**config.mk**
```make
export PLATFORM = sky130hd
export DESIGN_NAME = riscv_test_monitor
export DESIGN_NICKNAME = d
export VERILOG_FILES = /design/src/rtl/test_mon_pkg.sv /design/src/rtl/pc_history_buf.sv /design/src/rtl/riscv_test_monitor.sv
export SDC_FILE = /design/constraint.sdc
export NUM_CORES = 1
export LEC_CHECK = 0
export CAP_MARGIN = 20
export CORE_MARGIN = 1
export CORE_UTILIZATION = 30
export DETAILED_ROUTE_END_ITERATION = 8
export PLACE_DENSITY = 0.46
export SYNTH_ARGS = -nofsm -noshare
export SYNTH_HDL_FRONTEND = slang
export SYNTH_SLANG_ARGS = --single-unit
export TNS_END_PERCENT = 20
```
**constraint.sdc**
```tcl
create_clock -name clk -period 5.1 [get_ports clk]
set_clock_uncertainty 0.05 [all_clocks]
set_input_delay 1.02 -clock clk [delete_from_list [all_inputs] [get_ports clk]]
set_output_delay 1.02 -clock clk [all_outputs]
set_load 0.03 [all_outputs]
```
**src/rtl/test_mon_pkg.sv**
```systemverilog
// Shared types for the riscv-tests pass/fail/timeout/hang monitor.
// Status encodings double as the software-visible result code.
package test_mon_pkg;

  typedef enum logic [2:0] {
    STATUS_IDLE    = 3'd0,
    STATUS_RUN     = 3'd1,
    STATUS_PASS    = 3'd2,
    STATUS_FAIL    = 3'd3,
    STATUS_TIMEOUT = 3'd4,
    STATUS_HANG    = 3'd5
  } status_e;

  typedef enum logic [2:0] {
    ST_IDLE    = 3'd0,
    ST_ARMED   = 3'd1,
    ST_PASS    = 3'd2,
    ST_FAIL    = 3'd3,
    ST_TIMEOUT = 3'd4,
    ST_HANG    = 3'd5
  } state_e;

  localparam int DEF_HANG_CYCLES = 64;

endpackage

```
**src/rtl/pc_history_buf.sv**
```systemverilog
// Circular PC history; rd_idx 0 is the most recent write. Synchronous clear
// empties every entry so a re-armed run never shows stale PCs.
module pc_history_buf #(
  parameter int XLEN  = 32,
  parameter int DEPTH = 16,
  parameter int IDX_W = $clog2(DEPTH)
) (
  input  logic             clk,
  input  logic             rst_n,
  input  logic             clr,
  input  logic             wr_en,
  input  logic [XLEN-1:0]  wr_data,
  input  logic [IDX_W-1:0] rd_idx,
  output logic [XLEN-1:0]  rd_data
);

  logic [XLEN-1:0]  mem [DEPTH];
  logic [IDX_W-1:0] wr_ptr;
  logic [IDX_W-1:0] rd_ptr;

  always_ff @(posedge clk or negedge rst_n) begin
    if (!rst_n) begin
      wr_ptr <= '0;
      for (int i = 0; i < DEPTH; i++) mem[i] <= '0;
    end else if (clr) begin
      wr_ptr <= '0;
      for (int i = 0; i < DEPTH; i++) mem[i] <= '0;
    end else if (wr_en) begin
      mem[wr_ptr] <= wr_data;
      wr_ptr      <= wr_ptr + IDX_W'(1);
    end
  end

  // Pointer arithmetic wraps naturally because DEPTH is a power of two.
  always_comb begin
    rd_ptr  = wr_ptr - IDX_W'(1) - rd_idx;
    rd_data = mem[rd_ptr];
  end

endmodule

```
**src/rtl/riscv_test_monitor.sv**
```systemverilog
// Pass/fail/timeout/hang monitor for riscv-tests runs on cpu_top.
// Optional PC history buffer enabled by defining TEST_MON_TRACE_EN.
module riscv_test_monitor
  import test_mon_pkg::*;
#(
  parameter int XLEN        = 32,
  parameter int CNT_W       = 24,
  parameter int HANG_CYCLES = DEF_HANG_CYCLES
`ifdef TEST_MON_TRACE_EN
  ,
  parameter int TRACE_DEPTH = 16,
  parameter int TRACE_IDX_W = $clog2(TRACE_DEPTH)
`endif
) (
  input  logic             clk,
  input  logic             rst_n,
  input  logic             start,
  input  logic [XLEN-1:0]  cfg_pass_addr,
  input  logic [XLEN-1:0]  cfg_last_addr,
  input  logic             cfg_last_en,
  input  logic [XLEN-1:0]  cfg_fail_addr,
  input  logic [CNT_W-1:0] cfg_max_cycles,
  input  logic             pc_valid,
  input  logic [XLEN-1:0]  pc_current,
  output logic             done,
  output status_e          status,
  output logic [CNT_W-1:0] cycle_count
`ifdef TEST_MON_TRACE_EN
  ,
  input  logic [TRACE_IDX_W-1:0] trace_rd_idx,
  output logic [XLEN-1:0]        trace_rd_pc
`endif
);

  state_e           state;
  logic [XLEN-1:0]  pass_q, last_q, fail_q, prev_pc;
  logic             last_en_q, prev_vld;
  logic [CNT_W-1:0] max_q, stall, stall_nxt, cnt_inc;
  logic             same_pc, pass_hit, fail_hit, hang_hit, tout_hit;

  // Handshake: pc_valid qualifies pc_current for one cycle; no backpressure.
  always_comb begin
    same_pc   = prev_vld && (pc_current == prev_pc);
    stall_nxt = same_pc ? stall + CNT_W'(1) : '0;
    pass_hit  = pc_valid && (pc_current == pass_q) &&
                (!last_en_q || (prev_vld && (prev_pc == last_q)));
    fail_hit  = pc_valid && (pc_current == fail_q);
    hang_hit  = pc_valid && same_pc && (stall_nxt == CNT_W'(HANG_CYCLES - 1));
    tout_hit  = (max_q != '0) && (cycle_count == max_q - CNT_W'(1));
    cnt_inc   = (&cycle_count) ? cycle_count : cycle_count + CNT_W'(1);
  end

  always_ff @(posedge clk or negedge rst_n) begin
    if (!rst_n) begin
      state       <= ST_IDLE;
      status      <= STATUS_IDLE;
      done        <= 1'b0;
      cycle_count <= '0;
      prev_pc     <= '0;
      prev_vld    <= 1'b0;
      stall       <= '0;
      pass_q      <= '0;
      last_q      <= '0;
      last_en_q   <= 1'b0;
      fail_q      <= '0;
      max_q       <= '0;
    end else if (start) begin
      state       <= ST_ARMED;
      status      <= STATUS_RUN;
      done        <= 1'b0;
      cycle_count <= '0;
      prev_vld    <= 1'b0;
      stall       <= '0;
      pass_q      <= cfg_pass_addr;
      last_q      <= cfg_last_addr;
      last_en_q   <= cfg_last_en;
      fail_q      <= cfg_fail_addr;
      max_q       <= cfg_max_cycles;
    end else if (state == ST_ARMED) begin
      cycle_count <= cnt_inc;
      if (pc_valid) begin
        prev_pc  <= pc_current;
        prev_vld <= 1'b1;
        stall    <= stall_nxt;
      end
      // Priority: PASS > FAIL > HANG > TIMEOUT.
      if (pass_hit) begin
        state  <= ST_PASS;
        status <= STATUS_PASS;
        done   <= 1'b1;
      end else if (fail_hit) begin
        state  <= ST_FAIL;
        status <= STATUS_FAIL;
        done   <= 1'b1;
      end else if (hang_hit) begin
        state  <= ST_HANG;
        status <= STATUS_HANG;
        done   <= 1'b1;
      end else if (tout_hit) begin
        state  <= ST_TIMEOUT;
        status <= STATUS_TIMEOUT;
        done   <= 1'b1;
      end
    end
  end

`ifdef TEST_MON_TRACE_EN
  pc_history_buf #(
    .XLEN (XLEN),
    .DEPTH(TRACE_DEPTH)
  ) u_hist (
    .clk    (clk),
    .rst_n  (rst_n),
    .clr    (start),
    .wr_en  ((state == ST_ARMED) && pc_valid && !start),
    .wr_data(pc_current),
    .rd_idx (trace_rd_idx),
    .rd_data(trace_rd_pc)
  );
`endif

endmodule

```
# Word-level counts from Yosys, hierarchy flattened
# Cells that the tools add are included.
[totals] regBits=206 out_inout_bits=28 elab_cells=64
[op_classes] add_sub_neg=3 n_eq_ne=8 n_mux=22 n_bitwise=1 reduce_logical=19
[op_table] cell="24-bit 2-to-1 mux" n=7
[op_table] cell="32-bit equality test" n=4
[op_table] cell="24-bit by 1-bit adder with 24-bit output (second input constant)" n=2
[op_table] cell="24-bit equality test" n=1
[op_table] cell="24-bit by 6-bit equality test with 1-bit output (second input constant)" n=1
[op_table] cell="24-bit AND reduction" n=1
[op_table] cell="24-bit nonzero test" n=1
[op_table] cell="24-bit by 1-bit subtractor with 24-bit output (second input constant)" n=1
[op_table] cell="3-bit 2-to-1 mux" n=6
[op_table] cell="1-bit 2-to-1 mux" n=9
[op_table] cell="1-bit logical AND" n=8
[op_table] cell="2-bit AND reduction" n=3
[op_table] cell="5-bit nonzero test" n=1
[op_table] cell="2-bit nonzero test" n=2
[op_table] cell="3-bit by 1-bit equality test with 1-bit output (second input constant)" n=1
[op_table] cell="3-bit AND reduction" n=1
[op_table] cell="2-bit != test (second input constant)" n=1
[op_table] cell="1-bit zero test" n=1
[op_table] cell="1-bit logical OR" n=1
[op_table] cell="1-bit inverter" n=1

# Logic depth before layout (Yosys ltp)
# Gate-level depths: netlist of the first run.
[logic_depth] depth_word=10 ltp_mapped=11 mapped_depth_nobuf=9

# Worst setup path after synthesis of the first run
# Ideal clock, no wire load.
[synth_path] path_type="register -> register" start="register max_q[5]" end="register state[2]" setup_ns=0.096 arrival_time_ns=3.314 slack_ns=1.640 stages_incl_launch_ff=11 n_path_buf=3 period_less_slack_ns=3.460 cell_sequence="dfrtp_1 > buf_6 > or4_4 > buf_6 > or4_4 > buf_6 > or4_4 > a211oi_2 > a311oi_1 > or4_4 > a311oi_2"
[synth_between] elab_chain_len=5
[synth_rtl] element="start, declared" line_no="riscv_test_monitor.sv:38" source="logic [CNT_W-1:0] max_q, stall, stall_nxt, cnt_inc;"
[synth_rtl] element="start signal, assigned" line_no="riscv_test_monitor.sv:78" source="max_q <= cfg_max_cycles;"
[synth_rtl] element="24-bit by 1-bit subtractor with 24-bit output" line_no="riscv_test_monitor.sv:49" source="tout_hit = (max_q != '0) && (cycle_count == max_q - CNT_W'(1));"
[synth_rtl] element="24-bit equality test" line_no="riscv_test_monitor.sv:49"
[synth_rtl] element="1-bit logical AND (*)" line_no="riscv_test_monitor.sv:49"
[synth_rtl] element="5-bit nonzero test (no line) (*)"
[synth_rtl] element="2-bit AND reduction (no line) (*)"
[synth_rtl] element="end signal, assigned" line_no="riscv_test_monitor.sv:55" source="state <= ST_IDLE;"
[synth_rtl] element="end signal, assigned" line_no="riscv_test_monitor.sv:68" source="state <= ST_ARMED;"
[synth_rtl] element="end signal, assigned" line_no="riscv_test_monitor.sv:88" source="state <= ST_PASS;"
[synth_rtl] element="end, declared" line_no="riscv_test_monitor.sv:35" source="state_e state;"
# Every way passes the cells marked *; elsewhere a longest branch is shown, timed or not.
# A chain may end at the register's enable or synchronous reset.

# Final worst setup path of the first run
[layout_path] start="register max_q[0]" end="register state[2]"
# Same word-level chain as after synthesis.

==> results of run 1 <==
[per-layer routing]
metal / part of all wire / wire [um]
met1: 0.44 / 16800
met2: 0.48 / 18000
met3: 0.048 / 1840
met4: 0.032 / 1210
met5: 0.00063 / 24
[logic make-up after synthesis]
kind of cell | count (synthesis) | share of synthesized area
buffers and inverters | 65 | 0.0232
adder cells (fa/ha/maj) | 3 | 0.00327
multiplexers | 146 | 0.143
AND/OR/NAND/NOR | 357 | 0.174
AO/OA/AOI/OAI | 130 | 0.0696
XOR/XNOR | 179 | 0.137
flip-flops | 206 | 0.450
[cell type report]
class / instances / area share
well taps: 511 / 0.0433
inverters: 20 / 0.00508
flip-flops and latches: 206 / 0.349
multi-input cells: 815 / 0.409
clock buffers: 34 / 0.0495
clock inverters: 16 / 0.0142
repair buffers: 192 / 0.130
[cell usage after synthesis, types with 3 or more instances]
| library cell | n | area share |
|---|---|---|
| nor2b_1 | 8 | 0.0044 |
| o211ai_1 | 6 | 0.0039 |
| a31oi_1 | 6 | 0.0033 |
| nor4_1 | 40 | 0.022 |
| o2111ai_1 | 4 | 0.0031 |
| o31a_1 | 3 | 0.0023 |
| dfrtp_1 | 206 | 0.45 |
| o21ai_0 | 55 | 0.024 |
| nor3b_1 | 5 | 0.0033 |
| a211oi_1 | 3 | 0.0020 |
| buf_6 | 3 | 0.0029 |
| nor2_1 | 66 | 0.022 |
| clkbuf_1 | 42 | 0.014 |
| or4_4 | 4 | 0.0039 |
| nor4b_1 | 3 | 0.0023 |
| nand3_1 | 29 | 0.013 |
| mux2_2 | 143 | 0.14 |
| nand2_1 | 53 | 0.017 |
| a311oi_1 | 3 | 0.0023 |
| xor2_1 | 85 | 0.065 |
| nand2b_1 | 12 | 0.0065 |
| a22oi_1 | 3 | 0.0020 |
| and2_1 | 4 | 0.0022 |
| and4_1 | 8 | 0.0061 |
| xnor2_1 | 94 | 0.072 |
| mux2i_1 | 3 | 0.0026 |
| or4_1 | 14 | 0.0092 |
| nor3_1 | 26 | 0.011 |
| and3_1 | 11 | 0.0060 |
| nand3b_1 | 7 | 0.0046 |
| ha_1 | 3 | 0.0033 |
| nand4_1 | 32 | 0.017 |
| or3_1 | 17 | 0.0093 |
| inv_1 | 20 | 0.0065 |
| and3b_1 | 4 | 0.0031 |
| a21oi_1 | 27 | 0.012 |
| nand4b_1 | 7 | 0.0053 |
[power by group]
group / total, W / internal, W / switching, W / leakage, nW
sequential: 0.00194 / 0.00177 / 0.000170 / 2.53
clock: 0.00203 / 0.00123 / 0.000808 / 0.458
combinational: 0.000741 / 0.000379 / 0.000362 / 2.58
total: 0.00472 / 0.00338 / 0.00134 / 5.56
[worst reg2reg max path: stages, from the launching register on]
cell	delay, ns
dfrtp_1	0.44
inv_1	0.10
ha_1	0.23
or4b_1	0.65
or4_1	0.63
or4_1	0.52
a21boi_0	0.20
o2111ai_1	0.20
or4_4	0.48
a311oi_2	0.24
[final timing paths]
check                                              end  cells after the start                    from  slack, ns
max in group asynchronous  cycle_count[18]$_DFFE_PN0P_                      2                   rst_n       3.46
min in group asynchronous        max_q[11]$_DFFE_PN0P_                      1                   rst_n       0.49
min reg2reg                     pass_q[26]$_DFFE_PN0P_                      1  pass_q[26]$_DFFE_PN0P_       0.48
max reg2reg                       state[2]$_DFFE_PN0P_                      9    max_q[0]$_DFFE_PN0P_       1.27
min                             pass_q[26]$_DFFE_PN0P_                      1  pass_q[26]$_DFFE_PN0P_       0.48
max                               state[2]$_DFFE_PN0P_                      9    max_q[0]$_DFFE_PN0P_       1.27
[state kept, by name, indices dropped and copies added (netlist names)]
register	cells
done	1
last_q	32
last_en_q	1
max_q	24
stall	24
pass_q	32
prev_vld	1
cycle_count	24
fail_q	32
state	3
prev_pc	32
[through the flow]
stage | setup slack [ns] | area, um^2 | util | hold slack [ns] | instances
after global routing | 1.08 | 14800 | 0.392 | 0.488 | 1794
after floorplan | 1.64 | 11500 | - | 0.436 | 1086
after detailed placement | 0.942 | 13800 | 0.367 | 0.468 | 1744
final | 1.27 | 14800 | 0.392 | 0.480 | 1794
after global placement | 0.978 | 13800 | 0.367 | 0.463 | 1744
after CTS | 1.26 | 14800 | 0.392 | 0.482 | 1794
==> reports/qor.yml, run 1 <==
power:
  power.total_w: 0.00472
  p_leak_nw: 5.56
  vdd_ir_drop_max_mv: 0.262
  p_per_area_nw_per_um2: 319
global_routing:
  grtUsageMet2: 0.330
  grtUsageMet1: 0.260
  grtUsageTotal: 0.198
  grtUsageMet3: 0.0352
  grt_max_degree: 102
  antenna_found_initial: 2
  overflow: 0
  grt_pass1_wl_um: 58000
  busiest_layer: "met2"
  first_global_vias: 9255
logic_synthesis:
  ys_ff_latch: 206
  synth_nets: 1246
  avgSynthCellArea_um2: 10.6
  ys.flop_type: "dfrtp_1"
  synth_area_um2: 11500
  syn_inst: 1086
  async_flop_share: 1.00
  synth_edf_count: 0
  synth.distinct_cells: 57
  ys_warn_count: 0
  yosysSeqAreaShare: 0.450
critical_path:
  required_ns: 5.51
  path_class: "flop to flop"
  cp_slowest_cell: "or4b_1"
  critPathLaunchType: "flop"
  crit_chain: "inv_1 -> ha_1 -> or4b_1 -> or4_1 -> or4_1 -> a21boi_0 -> o2111ai_1 -> or4_4 -> a311oi_2"
  path_delay_family: "simple AND/OR/NAND/NOR gates"
  crit_arrival_ns: 4.24
  cpMostUsedCell: "or4_1"
  cp_num_buf_inv: 1
  slowest_delay_ns: 0.65
  cp_max_fo: 9
  endpoint_kind: "flop"
final_layout:
  n_fill_cell: 3733
  mostFrequentLayoutCell: "dfrtp_1"
  multi_input_area_um2: 6050
  num_antenna_cells: 0
  drive_gt1_frac: 0.161
  area_growth_pct: 28.9
  finalNetCount: 1422
  most-common-layout-cells: "dfrtp_1 (206), clkdlybuf4s50_1 (182), mux2_2 (143), xnor2_1 (94), xor2_1 (85)"
  register_area_um2: 5150
timing:
  rsz0062_at_grt: "false"
  tightest_slew_ns: 0.982
  min_period_ns: 3.83
  report.final.hold_viol_count: 0
  setup_viol: 0
  fin_setup_tns_ns: 0
  slew_viol_final: 0
  fmax_mhz: 261
  fin_crit_sh: 0.751
  relSlewSlack: 0.343
cts:
  cts_hold_buf: 0
  post_cts_buffers: 0
  clk-insertion-delay-late_ns: 0.58
  cts.clk_slew.worst_paths_ns: 0.06
  clock_path_buffers: 3
  cts_htree_levels: 1
  cts.sinks: 206
  cts_resized: 0
  cts_tree: "done"
  root_buffer: "clkbuf_16"
  numCtsBuffers: 27
place:
  io_buffers: 184
  place_congestion: 0.853
  dp_hpwl_um: 28900
drt:
  drc_errors: 0
  vias_per_cell: 5.02
  vias: 9008
  ant_nets: 0
  wirelength_um: 37900
  dr.first_iter.drc_count: 478
  wl_per_cell_um: 21.1
  drtPass1Iterations: 5
floorplan:
  core_um2: 37700
  start_util: 0.304
  die_y_um: 197
  fp-row-count: 71
  io-pin-count: 185
  die_area_um2: 39000
  die_x_um: 197
outcome:
  outcome: "finished, final reports clean"
hold_path:
  hold_path_class: "flop to flop"
flow_run:
  maxCapViolations: 0
No activity file was read; power rests on OpenSTA's default activity.
==> inputs of run 2 (changes only) <==
Clock period 5.1 ns to 3.55 ns, I/O delays scaled along.
==> run 2 against run 1 <==
Via count up 2.2%. Register-to-register slack worse by 1.1 ns. Worst setup slack worse by 1.1 ns. Design area up 4.0%. Flip-flop and latch count unchanged. Critical path depth down 1. Wire length down 2.1%. Combinational power up 58%. Count of clock-buffer cells in the layout up 2. Worst hold slack worse by 0.35 ns. Final cell count up 4.1%.
==> reports/qor.yml, run 2 (synthesis gave the netlist of run 1 again) <==
outcome:
  outcome: "finished, final reports clean"
drt:
  wl_met1_um: 17100  # +1.5%
  drc_errors: 0  # unchanged
  ant_nets: 0  # unchanged
  dr.first_iter.drc_count: 440  # -7.9%
  wirelength_um: 37100  # -2.1%
  routed-wl-met3_um: 1460  # -20%
  wl_per_cell_um: 19.9  # -5.9%
  wl_met2_um: 17900  # -0.85%
  dr.max_layer_used: "met4"
  vias_per_cell: 4.93  # -1.8%
  drtPass1Iterations: 4  # -1
  vias: 9206  # +2.2%
global_routing:
  antenna_found_initial: 0  # -2
  first_global_vias: 9448  # +2.1%
  grt_max_degree: 91  # -11%
  overflow: 0  # unchanged
  grtUsageTotal: 0.194  # -0.00396
  grt_pass1_wl_um: 57700  # -0.54%
critical_path:
  rr_startpoint: "max_q[5]$_DFFE_PN0P_"
  required_ns: 3.95  # -1.56 ns
  path_class: "input pin to flop"
  crit_arrival_ns: 3.79  # -0.45 ns
  r2r_end: "state[2]$_DFFE_PN0P_"
  critPathLaunchType: "input pin"
  rrSetupSlack_ns: 0.19  # -1.08 ns
  endpoint_kind: "flop"
  cp_slowest_cell: "or4_1"
  cp_max_fo: 3  # -6
  reg2reg_depth: 7  # -2
  crit_chain: "clkdlybuf4s50_1 -> xor2_1 -> nor4b_1 -> nand4_1 -> or4_1 -> nor4_1 -> or4b_1 -> a311oi_2"
  slowest_delay_ns: 0.61  # -0.04 ns
final_layout:
  num_antenna_cells: 0  # unchanged
  finalNetCount: 1497  # +5.3%
  fin_area_um2: 15400  # +4.0%
  mostFrequentLayoutCell: "dfrtp_1"
  finalNonFillerCells: 1867  # +4.1%
  area_growth_pct: 34.0
  drive_gt1_frac: 0.208  # +0.0466
  final_util: 0.408  # +0.0157
  most-common-layout-cells: "dfrtp_1 (206), clkdlybuf4s50_1 (182), mux2_2 (143), xnor2_1 (94), xor2_1 (85)"
power:
  netSwitchingPower_w: 0.00183  # +37%
  clkPwrFrac: 0.422  # -0.009
  p_per_area_nw_per_um2: 443  # +39%
  power.total_w: 0.00680  # +44%
  p_int_w: 0.00497  # +47%
  switching_share: 0.269  # -0.0150
  vdd_ir_drop_max_mv: 0.312  # +19%
  comb_power_share: 0.172  # +0.015
  p_leak_nw: 5.94  # +6.8%
  share_seq_of_total_power: 0.406  # -0.006
cts:
  post_cts_buffers: 0  # unchanged
  numCtsBuffers: 26  # -3.7%
  cts.sinks: 206  # unchanged
  clk-insertion-delay-late_ns: 0.54  # -0.04 ns
  root_buffer: "clkbuf_16"
  cts_htree_levels: 1  # unchanged
  cts_resized: 0  # unchanged
  clock_path_buffers: 3  # unchanged
  cts.clk_slew.worst_paths_ns: 0.06  # about the same
  cts_hold_buf: 0  # unchanged
  cts_tree: "done"
timing:
  setup_viol: 0  # unchanged
  relSlewSlack: 0.428  # +0.0857
  min_period_ns: 3.39
  rsz0062_at_grt: "false"
  fmax_mhz: 295
  timing.final.ws_setup_ns: 0.158  # -1.11 ns
  slew_viol_final: 0  # unchanged
  fin_crit_sh: 0.956
  tightest_slew_ns: 0.854  # -0.128 ns
  report.final.hold_viol_count: 0  # unchanged
floorplan:
  die_x_um: 197  # unchanged
  start_util: 0.304  # unchanged
  fp-row-count: 71  # unchanged
  core_um2: 37700  # unchanged
  die_area_um2: 39000  # unchanged
  io-pin-count: 185  # unchanged
  die_y_um: 197  # unchanged
place:
  pre_cts_ws_ns: -0.446  # -1.39 ns
  placed_area_um2: 14400  # +4.3%
  place_inst: 1820  # +4.4%
  place_congestion: 0.860  # +0.86%
  io_buffers: 184  # unchanged
  dp_hpwl_um: 28700  # -0.60%
hold_path:
  hold_path_class: "input pin to async pin"
flow_run:
  maxCapViolations: 0  # unchanged
==> run 2: cell types whose count changed in the layout (fill, tap and decap cells not counted), sizes merged <==
cell      previous run  this run
clkbuf              35        37
clkinvlp             3         2
clkinv               7         5
inv                 22        20
buf                  9        85
==> run 2: power groups by stage <==
stage          clock network (W)  logic [W]  registers, W
2_1_floorplan                  0   0.000621       0.00273
3_3_place_gp                   0    0.00117       0.00281
3_5_place_dp                   0    0.00117       0.00281
4_1_cts                  0.00295    0.00118       0.00277
5_1_grt                  0.00303    0.00128       0.00279
6_report                 0.00287    0.00117       0.00276
==> run 2: worst max-delay path by stage <==
stage,start,endpoint,cells after the start
after floorplan,max_q[5]$_DFFE_PN0P_,state[2]$_DFFE_PN0P_,10
after global placement,pc_current[27],state[2]$_DFFE_PN0P_,8
after detailed placement,pc_current[27],done$_DFFE_PN0P_,8
after CTS,max_q[1]$_DFFE_PN0P_,state[2]$_DFFE_PN0P_,9
after global routing,max_q[5]$_DFFE_PN0P_,state[2]$_DFFE_PN0P_,7
final,pc_current[27],state[2]$_DFFE_PN0P_,8
==> run 2: critical path, delay by kind of cell <==
kind / cells / cell delay (ns)
and+or+nand+nor: 5 / 1.97
buffers and inverters: 1 / 0.54
AOI/OAI and AO/OA: 1 / 0.30
xor gates and xnor gates: 1 / 0.26
==> run 2: cell type report <==
type | count | area, um^2
clock inverters | 11 | 164
repair buffers | 268 | 2510
multi-input cells | 815 | 6050
well taps | 511 | 639
clock buffers | 36 | 769
flip-flops and latches | 206 | 5150
inverters | 20 | 75.1
fillers | 3771 | 22300
==> run 2: metrics by stage <==
stage,hold WS [ns],setup TNS [ns]
6_report,0.126,0
4_1_cts,0.153,0
3_3_place_gp,0.460,-1.05
5_1_grt,0.163,0
3_5_place_dp,0.466,-1.29
2_1_floorplan,0.364,0
==> run 2: layer usage <==
| metal | GRT usage | vias to the layer above |
|---|---|---|
| li1 | - | 4434 |
| met4 | 0.0390 | 0 |
| met5 | 0 | - |
| met1 | 0.268 | 4509 |
| met2 | 0.323 | 221 |
| met3 | 0.0260 | 42 |
